**src/rtl/instr_fetch_unit.sv**
```systemverilog
// Instruction fetch unit: reads one- or two-word instructions from IRAM,
// splits them into decoder fields and issues them with a valid/ready
// handshake. Jump requests from execute redirect the fetch stream.
module instr_fetch_unit #(
  parameter logic [15:0] RESET_PC = 16'd0
) (
  input  logic        clock,
  input  logic        reset,
  input  logic        Start,
  output logic [1:0]  Control,
  output logic [15:0] InstrAddr,
  input  logic [15:0] InstrIn,
  output logic        FetchValid,
  input  logic        FetchReady,
  output logic [3:0]  Opcode,
  output logic [4:0]  OperandA,
  output logic [4:0]  OperandB,
  output logic [15:0] Immediate,
  output logic        HasImm,
  input  logic        JumpEn,
  input  logic [15:0] JumpAddr,
  output logic        Halted
);

  localparam logic [1:0] CtlIdle = 2'd0;
  localparam logic [1:0] CtlRead = 2'd1;
  localparam logic [3:0] OpEnd   = 4'd1;
  localparam logic [3:0] OpLoad  = 4'd4;
  localparam logic [3:0] OpJmpz  = 4'd15;

  typedef enum logic [2:0] {
    StIdle,
    StFetch,
    StCapt,
    StFetchImm,
    StCaptImm,
    StIssue,
    StHalt
  } state_e;

  state_e      state;
  logic [15:0] pc;

  // Bits [1:0] of the instruction word carry no field.
  logic unused_instr_bits;
  assign unused_instr_bits = ^InstrIn[1:0];

  // Fetch sequencing, field capture and issue handshake; all outputs registered.
  always_ff @(posedge clock) begin
    if (reset) begin
      state      <= StIdle;
      pc         <= RESET_PC;
      InstrAddr  <= RESET_PC;
      Control    <= CtlIdle;
      FetchValid <= 1'b0;
      Opcode     <= 4'd0;
      OperandA   <= 5'd0;
      OperandB   <= 5'd0;
      Immediate  <= 16'd0;
      HasImm     <= 1'b0;
      Halted     <= 1'b0;
    end else if (JumpEn && (state != StIdle) && (state != StHalt)) begin
      // Redirect wins over everything, including a handshake on this edge;
      // any fetch in flight is abandoned and its data never latched.
      state      <= StFetch;
      pc         <= JumpAddr;
      InstrAddr  <= JumpAddr;
      Control    <= CtlRead;
      FetchValid <= 1'b0;
      Opcode     <= 4'd0;
      OperandA   <= 5'd0;
      OperandB   <= 5'd0;
      Immediate  <= 16'd0;
      HasImm     <= 1'b0;
    end else begin
      unique case (state)
        StIdle: begin
          if (Start) begin
            state     <= StFetch;
            InstrAddr <= pc;
            Control   <= CtlRead;
          end
        end
        StFetch: begin
          state   <= StCapt;
          Control <= CtlIdle;
        end
        StCapt: begin
          Opcode   <= InstrIn[15:12];
          OperandA <= InstrIn[11:7];
          OperandB <= InstrIn[6:2];
          pc       <= pc + 16'd1;
          if ((InstrIn[15:12] == OpLoad) || (InstrIn[15:12] == OpJmpz)) begin
            state     <= StFetchImm;
            InstrAddr <= pc + 16'd1;
            Control   <= CtlRead;
          end else begin
            state      <= StIssue;
            FetchValid <= 1'b1;
          end
        end
        StFetchImm: begin
          state   <= StCaptImm;
          Control <= CtlIdle;
        end
        StCaptImm: begin
          Immediate  <= InstrIn;
          HasImm     <= 1'b1;
          pc         <= pc + 16'd1;
          state      <= StIssue;
          FetchValid <= 1'b1;
        end
        StIssue: begin
          if (FetchReady) begin
            FetchValid <= 1'b0;
            HasImm     <= 1'b0;
            Immediate  <= 16'd0;
            if (Opcode == OpEnd) begin
              state   <= StHalt;
              Halted  <= 1'b1;
              Control <= CtlIdle;
            end else begin
              state     <= StFetch;
              InstrAddr <= pc;
              Control   <= CtlRead;
            end
          end
        end
        StHalt: begin
          Control <= CtlIdle;
        end
        default: begin
          state <= StIdle;
        end
      endcase
    end
  end

endmodule
```
**config.mk**
```make
export PLATFORM = sky130hd
export DESIGN_NAME = instr_fetch_unit
export DESIGN_NICKNAME = d
export VERILOG_FILES = /design/src/rtl/instr_fetch_unit.sv
export SDC_FILE = /design/constraint.sdc
export NUM_CORES = 1
export LEC_CHECK = 0
export CAP_MARGIN = 20
export CORE_UTILIZATION = 50
export CTS_CLUSTER_SIZE = 25
export DETAILED_ROUTE_END_ITERATION = 10
export DONT_BUFFER_PORTS = 1
export GPL_TIMING_DRIVEN = 0
export PLACE_DENSITY = 0.68
export SLEW_MARGIN = 0
export SYNTH_ARGS = -nofsm -noshare
export SYNTH_HDL_FRONTEND = slang
export SYNTH_SLANG_ARGS = --single-unit
export TNS_END_PERCENT = 10
```
**constraint.sdc**
```tcl
create_clock -name clock -period 3.1 [get_ports clock]
set_input_delay 0.62 -clock clock [delete_from_list [all_inputs] [get_ports clock]]
set_output_delay 0.62 -clock clock [all_outputs]
set_load 0.03 [all_outputs]
```
==> results.yml <==
critical_path:
  cp_max_fo: 10
  reg2regPathDepth: 6
  required_ns: 3.38
  path_buf_inv: 2
  startpoint_type: "flip-flop"
  cp_data_arrival_time_ns: 2.33
  crit_path_cell_trace: "buf_4, xor2_2, o21ai_1, clkbuf_1, a22oi_1, a31oi_1"
  cp.depth: 6
  cpMaxStageDelayCell: "clkbuf_1"
  criticalPathCategory: "reg -> reg"
  cpLargestDelayFamily: "compound AO/OA/AOI/OAI gates"
  cpPeakStageDelay_ns: 0.49
  end_kind: "flip-flop"
pwr:
  power_density_nw_per_um2: 610.2
  p_leak_nw: 1.440
  irDropWorstVdd_mv: 0.2850
timing:
  max_slew.worst_pin.slew_ns: 0.8367
  finalHoldViolCount: 0
  relSlewSlack: 0.4422
  skew_ns: 0.009087
  timing.final.crit_share: 0.6618
  layout_min_cycle_time_ns: 2.051
  drv_slew: 0
  final.setup.tns_ns: 0
  fmax_mhz: 487.5
  rsz0062_at_grt: "false"
  setup_viol: 0
logic_synthesis:
  synth_nets: 526
  synth_top_area_cell: "dfxtp_1"
  synth-warning-count: 0
  synth_top_area_share: 0.3646
  ys_seq_elements: 69
  synth_area_leaders: "dfxtp_1 36%, a21oi_1 6.7%, nand2_1 6.3%"
  synth_cell_types: 68
  netlist_instances: 488
  synth-seq-area-share: 0.3646
  synthFlopType: "dfxtp_1"
  netlist_area_sq_um: 3789
  synth-edff-count: 0
  async_flop_share: 0
  avgSynthCellArea_sq_um: 7.764
routing:
  final_antenna_net_count: 0
  finalWirelength_mm: 11.04
  drt_iter0_drc: 335
  wl_per_cell_microns: 18.33
  vias: 3795
  drc: 0
  dr.pass1.iters: 5
  vias_per_cell: 6.304
clocking:
  cts.path.max_buffers: 2
  insertion_delay_ns: 0.35
  htreeDepth: 3
  clkTransAtPathRegs_ns: 0.08
  hold_buffers: 0
  post-cts-setup-buffers: 0
  cts_buffers: 9
  cts_tree: "built"
  cts_sinks: 69
  cts_root_buffer: "clkbuf_8"
  cts_resized: 0
final_layout:
  final_nets: 537
  syn2layout_area_growth_pct: 9.511
  stdcell_area_sq_um: 4149
  drive_above_1_share: 0.1113
  antenna_cells: 0
floorplanning:
  start_util: 0.5196
  core-area_sq_um: 7292
  die_area_sq_um: 7929
  die_height_microns: 89.05
  ioPinCount: 88
  fp.dieW_microns: 89.05
  rows: 31
global_route:
  grt_max_degree: 13
  grt_pass1_wl_mm: 17.11
  grt.total_usage: 0.2872
  grt_overflow_total: 0
  grt_pass1_vias: 3436
  antenna_found_initial: 0
placement:
  io_buffer_count: 0
  detailed_place_hpwl_mm: 7.906
  placed_area_sq_um: 3913
  place.gp.congestion: 0.9626
worst_hold_path:
  hold_depth: 2
  min_path_type: "in -> reg"
run_status:
  status: "completed"
job:
  cap_violations: 0
-- per-layer routing --
layer  global-route usage  share of wire
met5                    0              0
met3              0.07110          0.083
met1               0.3781           0.43
met2               0.4552           0.47
met4               0.1111          0.018
-- logic make-up after synthesis --
logic type | synth area share
AOI/OAI and AO/OA | 0.2953
xor gates and xnor gates | 0.02510
adders and majority gates | 0.003302
buffers and inverters | 0.05845
DFF | 0.3646
muxes | 0.01387
other | 0.0009898
and+or+nand+nor | 0.2384
-- final cells by class --
| cell class | count | area [sq um] |
|---|---|---|
| clock inverters | 6 | 112.6 |
| clock buffers | 9 | 123.9 |
| plain buffers | 42 | 206.4 |
| multi-input cells | 373 | 2186 |
| well taps | 99 | 123.9 |
| flip-flops and latches | 69 | 1381 |
| inverters | 4 | 15.01 |
| fillers | 737 | 3143 |
-- worst paths after layout --
path | to | slack [ns] | start
setup reg to reg | pc[14] | 1.05 | state[2]
hold / removal | OperandB[2] | 0.40 | InstrIn[4]
hold reg to reg | pc[4] | 0.55 | pc[4]
setup / recovery | pc[14] | 1.05 | state[2]
-- registers in the layout, summed over array words and instances, names as in the netlist, 3 cells and up --
register and flops:
OperandB 5, InstrAddr 16, Immediate 16, state 3
pc 16, Opcode 4, OperandA 5
-- through the flow --
stage               hold slack, ns  worst slack [ns]  instances  power [mW]    util
floorplan                   0.4961             1.175        488       1.524       -
global placement            0.5284            0.9660        587       1.644  0.5365
detailed placement          0.5309            0.9177        587       1.657  0.5365
CTS                         0.3905             1.083        602       2.537  0.5690
global route                0.3892            0.8790        602       2.646  0.5690
finish                      0.3978             1.049        602       2.532  0.5690
-- cell usage after synthesis (2+ instances only) --
cell / count
dfxtp_1: 69
nand2_1: 64
nor2_1: 55
a21oi_1: 51
buf_2: 24
a22oi_1: 23
o21ai_0: 20
a31oi_1: 15
o21ai_1: 14
clkbuf_1: 12
nor3_1: 10
o221ai_1: 9
and2_1: 8
nand3_1: 8
o22a_1: 7
nand3b_1: 6
xor2_1: 6
nand4_1: 5
a21o_1: 4
and3_1: 4
and4_1: 4
inv_1: 4
nor3b_1: 4
buf_4: 3
mux2i_1: 3
o22ai_1: 3
or3_1: 3
xnor2_1: 3
a221o_1: 2
a222oi_1: 2
buf_1: 2
nand2b_1: 2
nor2b_1: 2
nor4_1: 2
o21a_1: 2
-- power breakdown --
group	total (mW)	leakage (nW)	switching, mW	internal (mW)
clock	0.884	0.119	0.353	0.531
combinational	0.529	0.759	0.328	0.200
sequential	1.12	0.562	0.157	0.962
-- placed cells by master (no fill, tap or decap), types with 3 or more instances in the layout --
master and instances:
o21ai_0 20, dfxtp_1 69, a21oi_1 51, clkbuf_1 12, nand3_1 8, nor2_1 55
xor2_1 6, or3_1 3, o21ai_1 14, inv_1 4, o22ai_1 3, and2_1 8
clkbuf_8 9, and3_1 4, nor3b_1 4, nand4_1 5, nor3_1 10, bufinv_16 3
nand2_1 64, a21o_1 4, a31oi_1 15, mux2i_1 3, xnor2_1 3, o221ai_1 9
a22oi_1 23, nand3b_1 6, buf_4 3, and4_1 4, o22a_1 7, buf_2 24
(Power assumes the default switching activity.)
